### config.mk
export PLATFORM = sky130hd
export DESIGN_NAME = uart_rx_parity
export DESIGN_NICKNAME = d
export VERILOG_FILES = /design/src/rtl/uart_pkg.sv /design/src/rtl/sync_2ff.sv /design/src/rtl/uart_rx_parity.sv
export SDC_FILE = /design/constraint.sdc
export NUM_CORES = 1
export LEC_CHECK = 0
export CAP_MARGIN = 20
export CORE_ASPECT_RATIO = 0.75
export CORE_MARGIN = 2
export CORE_UTILIZATION = 51
export CTS_CLUSTER_SIZE = 24
export DETAILED_ROUTE_END_ITERATION = 10
export PLACE_DENSITY = 0.85
export SLEW_MARGIN = 20
export SYNTH_ARGS = -nofsm -noshare
export SYNTH_HDL_FRONTEND = slang
export SYNTH_SLANG_ARGS = --single-unit
export TNS_END_PERCENT = 100
### constraint.sdc
create_clock -name clk -period 2.1 [get_ports clk]
set_input_delay 0.42 -clock clk [delete_from_list [all_inputs] [get_ports clk]]
set_output_delay 0.42 -clock clk [all_outputs]
set_load 0.03 [all_outputs]
### src/rtl/uart_pkg.sv
// Shared UART definitions: FSM state encoding, frame geometry and parity helper.
// Used by the receiver and intended for the matching transmitter.
package uart_pkg;

  localparam int UART_DATA_BITS    = 8;
  localparam int UART_CLKS_PER_BIT = 5210;

  typedef enum logic [2:0] {
    ST_IDLE   = 3'd0,
    ST_START  = 3'd1,
    ST_DATA   = 3'd2,
    ST_PARITY = 3'd3,
    ST_STOP   = 3'd4
  } uart_state_e;

  // Even parity: XOR over data and parity bit must be 0, so a 1 here is an error.
  function automatic logic even_parity_err(input logic [UART_DATA_BITS-1:0] data,
                                           input logic                      par);
    return ^{data, par};
  endfunction

endpackage

### src/rtl/sync_2ff.sv
// Two-flop synchronizer for asynchronous inputs, with a configurable reset value
// so idle-high lines do not look like an edge after reset.
module sync_2ff #(
  parameter int               WIDTH   = 1,
  parameter logic [WIDTH-1:0] RST_VAL = '1
) (
  input  logic             clk,
  input  logic             rst_n,
  input  logic [WIDTH-1:0] d,
  output logic [WIDTH-1:0] q
);

  logic [WIDTH-1:0] meta_reg;
  logic [WIDTH-1:0] sync_reg;

  always_ff @(posedge clk or negedge rst_n) begin
    if (!rst_n) begin
      meta_reg <= RST_VAL;
      sync_reg <= RST_VAL;
    end else begin
      meta_reg <= d;
      sync_reg <= meta_reg;
    end
  end

  assign q = sync_reg;

endmodule

### src/rtl/uart_rx_parity.sv
// UART receiver, 8E1 frames (start, 8 data LSB first, even parity, stop).
// Holds the last byte with valid/error flags until the MMIO side acknowledges it.
module uart_rx_parity
  import uart_pkg::*;
#(
  parameter int CLKS_PER_BIT = UART_CLKS_PER_BIT
) (
  input  logic                      clk,
  input  logic                      rst_n,
  input  logic                      rx,
  input  logic                      rx_ack,
  output logic [UART_DATA_BITS-1:0] rx_data,
  output logic                      rx_valid,
  output logic                      parity_err,
  output logic                      frame_err,
  output logic                      overrun,
  output logic                      busy
);

  localparam int CW = (CLKS_PER_BIT > 1) ? $clog2(CLKS_PER_BIT) : 1;
  localparam int BW = $clog2(UART_DATA_BITS);
  localparam logic [CW-1:0] CNT_LAST = CW'(CLKS_PER_BIT - 1);
  localparam logic [CW-1:0] CNT_HALF = CW'(CLKS_PER_BIT / 2 - 1);
  localparam logic [BW-1:0] BIT_LAST = BW'(UART_DATA_BITS - 1);

  uart_state_e               state_reg, state_next;
  logic [CW-1:0]             cnt_reg;
  logic [BW-1:0]             bit_idx_reg;
  logic [UART_DATA_BITS-1:0] shift_reg;
  logic                      parity_bit_reg;
  logic                      rx_s;
  logic                      rx_prev_reg;

  logic [UART_DATA_BITS-1:0] rx_data_reg;
  logic                      rx_valid_reg;
  logic                      parity_err_reg;
  logic                      frame_err_reg;
  logic                      overrun_reg;

  logic fall_edge;
  logic half_tick;
  logic full_tick;
  logic busy_c;
  logic cnt_clr;
  logic bit_clr;
  logic sample_data;
  logic sample_parity;
  logic commit;

  sync_2ff #(
    .WIDTH   (1),
    .RST_VAL (1'b1)
  ) u_rx_sync (
    .clk   (clk),
    .rst_n (rst_n),
    .d     (rx),
    .q     (rx_s)
  );

  always_ff @(posedge clk or negedge rst_n) begin
    if (!rst_n) begin
      rx_prev_reg <= 1'b1;
    end else begin
      rx_prev_reg <= rx_s;
    end
  end

  // Only a genuine 1->0 transition starts a frame; a line held low is ignored.
  assign fall_edge = rx_prev_reg & ~rx_s;
  assign half_tick = (cnt_reg == CNT_HALF);
  assign full_tick = (cnt_reg == CNT_LAST);

  always_ff @(posedge clk or negedge rst_n) begin
    if (!rst_n) begin
      state_reg <= ST_IDLE;
    end else begin
      state_reg <= state_next;
    end
  end

  always_comb begin
    state_next = state_reg;
    case (state_reg)
      ST_IDLE: begin
        if (fall_edge) state_next = ST_START;
      end
      ST_START: begin
        if (half_tick) state_next = rx_s ? ST_IDLE : ST_DATA;
      end
      ST_DATA: begin
        if (full_tick && (bit_idx_reg == BIT_LAST)) state_next = ST_PARITY;
      end
      ST_PARITY: begin
        if (full_tick) state_next = ST_STOP;
      end
      ST_STOP: begin
        if (full_tick) state_next = ST_IDLE;
      end
      default: state_next = ST_IDLE;
    endcase
  end

  always_comb begin
    busy_c        = (state_reg != ST_IDLE);
    bit_clr       = (state_reg == ST_IDLE);
    sample_data   = (state_reg == ST_DATA) && full_tick;
    sample_parity = (state_reg == ST_PARITY) && full_tick;
    commit        = (state_reg == ST_STOP) && full_tick;
    // Restart the baud count on every state entry and between data bits.
    cnt_clr       = (state_next != state_reg) || sample_data;
  end

  always_ff @(posedge clk or negedge rst_n) begin
    if (!rst_n) begin
      cnt_reg <= '0;
    end else if (cnt_clr) begin
      cnt_reg <= '0;
    end else if (busy_c) begin
      cnt_reg <= cnt_reg + CW'(1);
    end
  end

  always_ff @(posedge clk or negedge rst_n) begin
    if (!rst_n) begin
      bit_idx_reg    <= '0;
      shift_reg      <= '0;
      parity_bit_reg <= 1'b0;
    end else begin
      if (bit_clr) begin
        bit_idx_reg <= '0;
      end else if (sample_data) begin
        bit_idx_reg <= bit_idx_reg + BW'(1);
      end
      if (sample_data) begin
        shift_reg <= {rx_s, shift_reg[UART_DATA_BITS-1:1]};
      end
      if (sample_parity) begin
        parity_bit_reg <= rx_s;
      end
    end
  end

  // A commit always wins over a same-cycle ack; newest byte overwrites the old.
  always_ff @(posedge clk or negedge rst_n) begin
    if (!rst_n) begin
      rx_data_reg    <= '0;
      rx_valid_reg   <= 1'b0;
      parity_err_reg <= 1'b0;
      frame_err_reg  <= 1'b0;
      overrun_reg    <= 1'b0;
    end else if (commit) begin
      rx_data_reg    <= shift_reg;
      rx_valid_reg   <= 1'b1;
      parity_err_reg <= even_parity_err(shift_reg, parity_bit_reg);
      frame_err_reg  <= ~rx_s;
      overrun_reg    <= rx_ack ? 1'b0 : (overrun_reg | rx_valid_reg);
    end else if (rx_ack && rx_valid_reg) begin
      rx_valid_reg   <= 1'b0;
      parity_err_reg <= 1'b0;
      frame_err_reg  <= 1'b0;
      overrun_reg    <= 1'b0;
    end
  end

  assign rx_data    = rx_data_reg;
  assign rx_valid   = rx_valid_reg;
  assign parity_err = parity_err_reg;
  assign frame_err  = frame_err_reg;
  assign overrun    = overrun_reg;
  assign busy       = busy_c;

endmodule

# Word-level counts from Yosys, hierarchy flattened
# Cells that the tools add are included.
[word_totals]
memories = 0
output_inout_bits = 13
latchBits = 0
mem_bits_ro = 0
reg_bits = 43
word_cells = 55
input_bits = 4
mem_bits_rw = 0
[op_classes]
n_eq_ne = 8
n_reduce_logical = 12
mux = 17
shifts = 0
n_div = 0
bitwise = 3
multipliers = 0
n_lt_le_gt_ge = 0
addsub = 2
[ops]
columns = ["op", "count"]
rows = [
  ["13-bit 2-to-1 mux", 2],
  ["3-bit 2-to-1 mux", 7],
  ["3-bit one-hot mux with 5 select lines", 1],
  ["13-bit by 1-bit adder with 13-bit output (second input constant)", 1],
  ["13-bit by 12-bit equality test with 1-bit output (second input constant)", 1],
  ["13-bit equality test (second input constant)", 1],
  ["9-bit XOR reduction", 1],
  ["3-bit by 2-bit equality test with 1-bit output (second input constant)", 2],
  ["3-bit equality test (second input constant)", 2],
  ["1-bit 2-to-1 mux", 6],
  ["2-bit nonzero test", 3],
  ["1-bit logical AND", 5],
  ["3-bit by 1-bit adder with 3-bit output (second input constant)", 1],
  ["3-bit by 1-bit equality test with 1-bit output (second input constant)", 1],
  ["3-bit logical NOT", 1],
  ["3-bit inequality test", 1],
  ["3-bit nonzero test", 1],
  ["2-bit 2-to-1 mux", 1],
  ["1-bit AND", 1],
  ["1-bit logical OR", 1],
  ["1-bit NOT", 1],
  ["1-bit bitwise OR", 1],
]

# Logic depth before layout (Yosys ltp)
[depth]
word_depth = 7
depth_mapped = 9
depth_no_buf = 7

# By module
# A second synthesis with hierarchy kept.
[hier_totals]
hier_cells = 186
hier_area_um2 = 2240.9
[by_module_without_submodules]
columns = ["module", "area_per_inst_um2", "seq_area_each_um2", "n_inst", "cells_per_inst"]
rows = [
  ["uart_rx_parity", 2188.3, 1027.2, 1, 184],
  ["sync_2ff", 52.6, 52.6, 1, 2],
]

# Least setup slack after synthesis
# No wires, ideal clock.
[synth_path]
path_type = "reg2reg"
start = "reg cnt_reg[2]"
end = "reg shift_reg[0]"
synth_period_minus_slack_ns = 2.059
setup_time_ns = 0.125
path_slack_ns = 0.041
required_time_ns = 1.975
arrival_time_ns = 1.934
path_buffers = 2
path_stages_with_launch = 7
cell_sequence = "dfrtp_1 > or4b_4 > nor3_1 > and3_1 > buf_2 > buf_6 > mux2_2"
[synth_via]
elab_chain_cells = 2
[synth_rtl]
columns = ["element", "line", "rtl"]
rows = [
  ["from (decl)", "uart_rx_parity.sv:27", "logic [CW-1:0] cnt_reg;"],
  ["from (signal assigned)", "uart_rx_parity.sv:119", "cnt_reg <= cnt_reg + CW'(1);"],
  ["13-bit equality test", "uart_rx_parity.sv:71", "assign full_tick = (cnt_reg == CNT_LAST);"],
  ["1-bit logical AND", "uart_rx_parity.sv:106", "sample_data = (state_reg == ST_DATA) && full_tick;"],
  ["to (signal assigned)", "uart_rx_parity.sv:135", "shift_reg <= {rx_s, shift_reg[UART_DATA_BITS-1:1]};"],
  ["to (decl)", "uart_rx_parity.sv:29", "logic [UART_DATA_BITS-1:0] shift_reg;"],
]
# Every way passes these cells.
# A chain may end at the register's enable or synchronous reset.

# Worst setup path in the final report
[layout_path]
start = "reg cnt_reg[2]"
end = "reg shift_reg[7]"
# The elaborated chain is that of the path after synthesis.

==> flow_metrics.env <==
export IMPL_die_area_sq_um=4568
export IMPL_synth_seq_cells=43
export IMPL_clock_latency_ps=300
export IMPL_yosys_cell_types_count=38
export IMPL_tritoncts="yes"
export IMPL_run_status="finished, final reports clean"
export IMPL_worst_path_max_fanout=13
export IMPL_synth_area_top_cells="dfrtp_1 49%, mux2_2 7.1%, xnor2_1 4.3%"
export IMPL_irDropWorstVdd_uv=561.5
export IMPL_min_period_over_period=0.9647
export IMPL_number_of_global_route_vias_before_repair=1478
export IMPL_root_buffer="clkbuf_8"
export IMPL_min_path_type="in2async"
export IMPL_gp_congestion=0.7955
export IMPL_power_static_leakage_nw=1.167
export IMPL_area_share_of_the_largest_cell_type_after_synthesis=0.4860
export IMPL_cts_reportedPaths_clkPinSlew_ps=80
export IMPL_num_vias=1528
export IMPL_final_max_slew_viol_count=0
export IMPL_design_power_total_w=0.002026
export IMPL_ys_dominant_reg_cell="dfrtp_1"
export IMPL_setup_repair_after_global_routing_missed_its_margin="false"
export IMPL_r2r_cells=5
export IMPL_fin_tns_setup_ps=0
export IMPL_worst_pin_slew_ps=469.2
export IMPL_final_hold_violation_count=0
export IMPL_grt_max_degree=23
export IMPL_viasPerCell=5.744
export IMPL_share_of_final_layout_standard_cells_stronger_than_drive_strength_1=0.2570
export IMPL_endpoint_kind="flip-flop"
export IMPL_syn_instance_count=180
export IMPL_data_required_time_of_the_critical_path_ps=2290
export IMPL_cts_root_to_sink_buffers=2
export IMPL_max_slew_margin=0.6872
export IMPL_ant_nets=0
export IMPL_wirelength_mm=4.463
export IMPL_detailedPlacementHpwl_mm=3.030
export IMPL_cts_buffers=5
export IMPL_netlist_area_sq_um=2059
export IMPL_post_synth_most_frequent_cells="40 x dfrtp_1, 16 x nand2_1, 16 x nor2_1, 13 x mux2_2, 10 x xnor2_1"
export IMPL_initialDrtViolationCount=99
export IMPL_setup_viol=0
export IMPL_nets=222
export IMPL_grt_pass1_wl_mm=7.286
export IMPL_insertedDiodeCount=0
export IMPL_synth_top_area_cell="dfrtp_1"
export IMPL_synthesis_area_per_instance_sq_um=11.44
export IMPL_routed_wire_length_per_instance_microns=16.78
export IMPL_seq_area_frac_synth=0.5243
export IMPL_floorplan_core_area_sq_um=3756
export IMPL_finalClockSkew_ps=5.389
export IMPL_cts_max_level=2
export IMPL_maximum_clock_rate_mhz=493.6
export IMPL_timing_critical_path_from_type="flip-flop"
export IMPL_yosysMostFrequentCell="dfrtp_1"
export IMPL_rows=19
export IMPL_grt_overflow_total=0
export IMPL_floorplan_initialDensity=0.5483
export IMPL_firstDrtPassIters=4
export IMPL_area_growth_synth_to_finish_pct=22.30
export IMPL_synthesis_warning_total=0
export IMPL_synth_enable_flop_cells=0
export IMPL_synth_nets=189
export IMPL_min_period_ps=2026
export IMPL_timing_max_cap_violations=0
export IMPL_utilization=0.6706
export IMPL_floorplan_die_height_microns=59.04
export IMPL_ioPinCount=17
export IMPL_worstSetupPathType="reg2reg"
export IMPL_global_router_s_overall_resource_usage=0.2117
export IMPL_port_buffer_count=16
export IMPL_largest_register_ffs=13
export IMPL_timing_critical_path_arrival_ps=2210
export IMPL_cts_sinks=43
export IMPL_drt_drc_violations_left=0
export IMPL_pwr_density_cell_nw_per_um2=804.2
export IMPL_ys_async_rst_share=1.000
export IMPL_die_x_extent_microns=77.38
export IMPL_antenna_violations_before_repair=0
[where the power goes]
part           total, W  switching [W]  internal, W
sequential     0.000933      0.0000530     0.000880
clock          0.000750       0.000275     0.000475
combinational  0.000342       0.000210     0.000132
[layer usage]
layer / GRT usage / up-vias / wire (microns)
met2: 0.3366 / 49 / 2103
li1: - / 687 / -
met3: 0.05030 / 11 / 243
met5: 0 / - / 0
met1: 0.2870 / 781 / 2037
met4: 0.08418 / 0 / 78
[per-stage QoR]
step           hold slack [ps]  cell area, sq um  std cells  setup slack (ps)
6_report                 64.89              2519        266             74.23
5_1_grt                  103.3              2519        266             5.766
4_1_cts                  80.64              2486        264             2.933
3_5_place_dp             347.8              2350        256             32.25
3_3_place_gp             345.6              2350        256             105.2
2_1_floorplan            124.4              2059        180             40.86
[cells in the final DEF, fill, tap and decap left out, types with 2 or more instances in the layout]
master	instances
dfstp_2	3
xnor2_1	10
clkdlybuf4s50_1	14
ha_1	5
nand2_1	16
nor2_2	2
clkbuf_8	5
nor3_1	4
o21ai_0	9
nor4_1	2
a21oi_1	4
dfrtp_1	40
inv_1	4
mux2_2	13
and3_1	2
buf_4	14
nand4_1	5
nand3_1	7
bufinv_16	2
buf_12	2
nor2_1	16
xor2_1	9
mux2_4	4
nor3_2	2
[path summary, 6_finish.rpt]
check	start	end	slack, ps
max in group asynchronous	rst_n	frame_err	1480
setup / recovery	cnt_reg[2]	shift_reg[7]	70
hold / removal	rst_n	cnt_reg[0]	60
hold reg to reg	u_rx_sync.meta_reg	u_rx_sync.q	360
setup reg to reg	cnt_reg[2]	shift_reg[7]	70
min in group clk	u_rx_sync.meta_reg	u_rx_sync.q	360
[final cells by class]
class / count / area [sq um]
Clock inverter: 2 / 60.06
Sequential cell: 43 / 1080
Tap cell: 52 / 65.06
Fill cell: 288 / 1237
Inverter: 5 / 18.77
Timing Repair Buffer: 32 / 299.0
Clock buffer: 6 / 72.57
Multi-Input combinational cell: 126 / 923.4
[logic make-up (layout without fill, tap and decap cells)]
family                   count (synthesis)  count (layout)  share of synthesized area
AO/OA/AOI/OAI                           18              18                    0.05468
XOR/XNOR                                19              19                    0.08080
adder cells (fa/ha/maj)                  5               5                    0.03038
buffers and inverters                   11              45                    0.03219
flip-flops                              43              43                     0.5243
multiplexers                            17              17                     0.1002
AND/OR/NAND/NOR                         67              67                     0.1774
[worst max-delay path: stages, from the launching register on]
cell and delay, ps:
dfrtp_1 380, or4b_4 580, nor3_2 220, and3_1 230, buf_12 150, mux2_2 340
[what timing repair did]
item,CTS,global route
hold buffers,0,0
setup endpoints to repair,3,32
pin swaps,1,1
setup buffers,0,2
gates resized for setup,2,1
No activity file was read; power rests on OpenSTA's default activity.
==> RTL change 1, RTL diff (same settings) <==
Re-encode `uart_state_e` (5 states) as Gray code, 3 bits wide.
--- a/src/rtl/uart_pkg.sv
+++ b/src/rtl/uart_pkg.sv
@@ -8,7 +8,7 @@
   typedef enum logic [2:0] {
-    ST_IDLE   = 3'd0,
-    ST_START  = 3'd1,
-    ST_DATA   = 3'd2,
-    ST_PARITY = 3'd3,
-    ST_STOP   = 3'd4
+    ST_IDLE   = 3'b000,
+    ST_START  = 3'b001,
+    ST_DATA   = 3'b011,
+    ST_PARITY = 3'b010,
+    ST_STOP   = 3'b110
   } uart_state_e;
Check against the original RTL: no difference found for any inputs over 10 cycles, from zero or initial values and one cycle with rst_n low; not proved beyond that.
==> RTL change 1 against the unedited design <==
- clock skew is essentially flat
- design area shrank 1.8%
- sequential cell count is the same
- sequential share of layout area grew 0.78 points
- wire length shrank 13%
- setup slack gained 0.095 ns
- power shrank 7.3%
- synthesized area grew 2.9%
- largest power group unchanged
==> RTL change 1: results (changes against the unedited design) <==
outcome: "finished, final reports clean"  # unchanged
ys_types: 41  # was 38
ff2ff_path_depth: 6  # was 5
synth-xor-area-share_pct: 8.501  # was 8.080%
slew_headroom_pct: 69.12  # was 68.72%
wl_met3_um: 155  # was 243 um
synth_compound_area_share_pct: 3.837  # was 5.468%
r2r-end: "shift_reg[4]"  # was shift_reg[7]
numCtsBuffers: 5  # unchanged
dp_cells: 250  # was 256
antenna_found_initial: 0  # unchanged
worstPathArrival_ns: 2.11  # was 2.21 ns
io_buffers: 16  # unchanged
holdWs_ns: 0.1026  # was 0.06489 ns
highest_layer: "met4"  # unchanged
r2r_slack_ns: 0.17  # was 0.07 ns
fin_worst_skew_ns: 0.005247  # was 0.005389 ns
final_cells: 258  # was 266
ir_drop_mv: 0.5679  # was 0.5615 mV
synthTopCellsByCount: "40 x dfrtp_1, 16 x nor3_1, 11 x nand2_1, 11 x xnor2_1"  # was 40 x dfrtp_1, 16 x nand2_1, 16 x nor2_1
use_met3_pct: 4.079  # was 5.030%
async_reset_ff_share_pct: 100.0  # unchanged
clkTransAtPathRegs_ns: 0.08  # about the same
n_antenna_cell: 0  # unchanged
via_count: 1398  # was 1,528
place_hpwl_um: 2748  # was 3030 um
drt_iter0_drc: 51  # was 99
synthAdderAreaFrac_pct: 2.952  # was 3.038%
syn-instance-count: 179  # was 180
drive_gt1_share_pct: 18.23  # was 25.70%
synthMuxAreaShare_pct: 12.16  # was 10.02%
critPathMaxFanout: 11  # was 13
grtUsageTotal_pct: 18.61  # was 21.17%
avgRoutedWirePerCell_um: 15.12  # was 16.78 um
met1_length_um: 1947  # was 2037 um
grt_pass1_wl_um: 6527  # was 7286 um
syn_nets: 188  # was 189
place_congestion: 0.8678  # was 0.7955
synth_area_leaders: "dfrtp_1 47%, mux2_4 5.0%, mux2_2 4.8%"  # was dfrtp_1 49%, mux2_2 7.1%, xnor2_1 4.3%
power.leakage_nw: 1.130  # was 1.167 nW
grt_util_met1_pct: 26.46  # was 28.70%
grt_util_met2_pct: 28.57  # was 33.66%
grt_pass1_vias: 1299  # was 1,478
nNetsFinal: 211  # was 222
yosysSeqAreaShare_pct: 50.94  # was 52.43%
dr_wl_met2_um: 1743  # was 2103 um
r2r-start: "cnt_reg[1]"  # was cnt_reg[2]
grt_max_degree: 44  # was 23
RTL change 1: layout make-up:
class                      count  area [um^2]
clock buffer                   6        82.58
tap                           55        68.82
fill                         303         1555
multi-input combinational    121        962.2
clock inverter                 2        35.03
timing repair buffer          22        211.5
sequential                    43         1080
inverter                       9        33.78
RTL change 1: critical path: stages, from the launching register on:
cell and delay (ns):
dfrtp_1 0.42, inv_1 0.09, ha_1 0.14, and4bb_1 0.26, and3_4 0.23, and3_4 0.31
mux2_2 0.36
RTL change 1: power breakdown:
group          leakage, nW  internal, mW  switching (mW)
logic                0.496         0.122           0.154
clock network       0.0612         0.385           0.274
registers            0.573         0.880          0.0636
total                 1.13          1.39           0.491
RTL change 1: per-stage QoR:
| step | power [mW] | util [%] | area, um^2 | worst slack, ns |
|---|---|---|---|---|
| 5_1_grt | 1.967 | 61.40 | 2474 | 0.09924 |
| 3_5_place_dp | 1.225 | 58.51 | 2357 | 0.1761 |
| 2_1_floorplan | 1.118 | - | 2120 | 0.3344 |
| 4_1_cts | 1.887 | 61.40 | 2474 | 0.1707 |
| 6_report | 1.878 | 61.40 | 2474 | 0.1694 |
| 3_3_place_gp | 1.220 | 58.51 | 2357 | 0.2678 |
RTL change 1: worst max-delay path by stage:
stage,from,to,slack (ns),depth (start not counted)
2_1_floorplan,cnt_reg[1],shift_reg[0],0.33,7
3_3_place_gp,cnt_reg[1],shift_reg[4],0.27,6
3_5_place_dp,cnt_reg[1],overrun,0.18,5
4_1_cts,cnt_reg[1],shift_reg[4],0.17,6
5_1_grt,cnt_reg[1],overrun,0.1,5
6_report,cnt_reg[1],shift_reg[4],0.17,6
RTL change 1: what timing repair did:
item / 4_1_cts / 5_1_grt
gates resized for setup: 1 / 0
hold endpoints to repair: 0 / 0
setup endpoints to repair: 1 / 0
==> RTL change 2, RTL diff (same flow settings) <==
Without the edit above. The package constant `UART_DATA_BITS` goes from 8 to 32.
--- a/src/rtl/uart_pkg.sv
+++ b/src/rtl/uart_pkg.sv
@@ -4,3 +4,3 @@
 
-  localparam int UART_DATA_BITS    = 8;
+  localparam int UART_DATA_BITS    = 32;
   localparam int UART_CLKS_PER_BIT = 5210;
Ports: changed (resized rx_data); port bits go from 17 to 41. No check against the original RTL was run, so the function may have changed too.
==> RTL change 2 against the unedited design <==
- die area rose by 92%
- first-iteration DRC count fell by 1.0%
- setup slack got worse by 0.22 ns
- sequential cell count rose by 50
- non-clock buffer count rose by 37
- maximum frequency fell by 10%
- synthesized cell count rose by 110%
- core utilization fell by 2.8 points
- wire length rose by 77%
- synthesized area rose by 99%
- power rose by 66%
- the flow now finishes with violations (setup timing)
- final cell count rose by 110%
- design area rose by 100%
- largest power group unchanged
==> RTL change 2: results (changes against the unedited design) <==
fill_cells: 622  # was 288
p_seq_mw: 1.90  # was 933 uW
drt_iter0_drc: 98  # was 99
ff2ff_path_depth: 9  # was 5
numCtsBuffers: 9  # was 5
met1_length_um: 3726  # was 2037 um
crit_path_start: "cnt_reg[1]"  # was cnt_reg[2]
avgRoutedWirePerCell_um: 14.23  # was 16.78 um
slowest_stage: "or4_4"  # was or4b_4
r2r-end: "cnt_reg[4]"  # was shift_reg[7]
cts_hold_buf: 1  # was 0
via_count: 2819  # was 1,528
grt_pass1_wl_um: 12830  # was 7286 um
n_all_buffers: 69  # was 32
grt_max_degree: 52  # was 23
holdWs_ns: 0.3649  # was 0.06489 ns
yosysSeqAreaShare_pct: 56.96  # was 52.43%
clock-sinks: 93  # was 43
power_combinational_uw: 410  # was 342 uW
critPathMaxFanout: 13  # unchanged
finalWorstSetupSlack_ns: -0.1507  # was 0.07423 ns
cts_max_level: 3  # was 2
grtUsageTotal_pct: 18.96  # was 21.17%
multi_input_cells: 266  # was 126
multiInputGateArea_um2: 1720  # was 923.4 um^2
grt_util_met2_pct: 31.39  # was 33.66%
violations: "setup timing"
place_congestion: 0.8896  # was 0.7955
min_path_type: "reg2reg"  # was in2async
inv_count: 6  # was 5
drive_gt1_share_pct: 20.49  # was 25.70%
io_buffers: 40  # was 16
place_hpwl_um: 5423  # was 3030 um
clk_share_pct: 3.397  # was 5.266%
grt_util_met1_pct: 25.52  # was 28.70%
wl_met3_um: 297  # was 243 um
sh_seq_area_pct: 46.19  # was 42.87%
grt_pass1_vias: 2704  # was 1,478
preCtsSetupSlack_ns: -0.2881  # was 0.03225 ns
outcome: "finished with violations"  # was finished, final reports clean
dr_wl_met2_um: 3818  # was 2103 um
ir_drop_mv: 0.4535  # was 0.5615 mV
syn_nets: 390  # was 189
slew_headroom_pct: 78.20  # was 68.72%
max_stage_delay_ns: 0.45  # was 0.58 ns
nNetsFinal: 454  # was 222
p_int_mw: 2.459  # was 1.487 mW
postCtsSetupRepairBufs: 2  # was 0
ys_types: 39  # was 38
use_met3_pct: 6.032  # was 5.030%
setup_viol_count_final: 14  # was 0
==> RTL change 2: changes by cell type after synthesis, moves of 5 or more <==
cell and change:
nand2_1 +92, xnor2_1 +20, nor2_1 +6, mux2_2 +19, dfrtp_1 +50, nor3_1 -5, clkbuf_1 +9
==> RTL change 2: kinds of logic after synthesis <==
group                    synth area share, %
flip-flops                             56.96
multiplexers                           8.805
buffers and inverters                  2.323
XOR/XNOR                               9.752
adder cells (fa/ha/maj)                1.529
AO/OA/AOI/OAI                          2.660
AND/OR/NAND/NOR                        17.98
==> RTL change 2: per-stage QoR <==
stage               area (um^2)  TNS [ns]  power, mW  std cells  util [%]
CTS                        4989   -0.7495      3.369        552     63.57
global placement           4766    -2.197      2.255        534     60.73
floorplan                  4098  -0.01491      2.104        381         -
finish                     5046    -1.956      3.367        554     64.30
detailed placement         4766    -3.467      2.274        534     60.73
global route               5046    -3.443      3.528        554     64.30
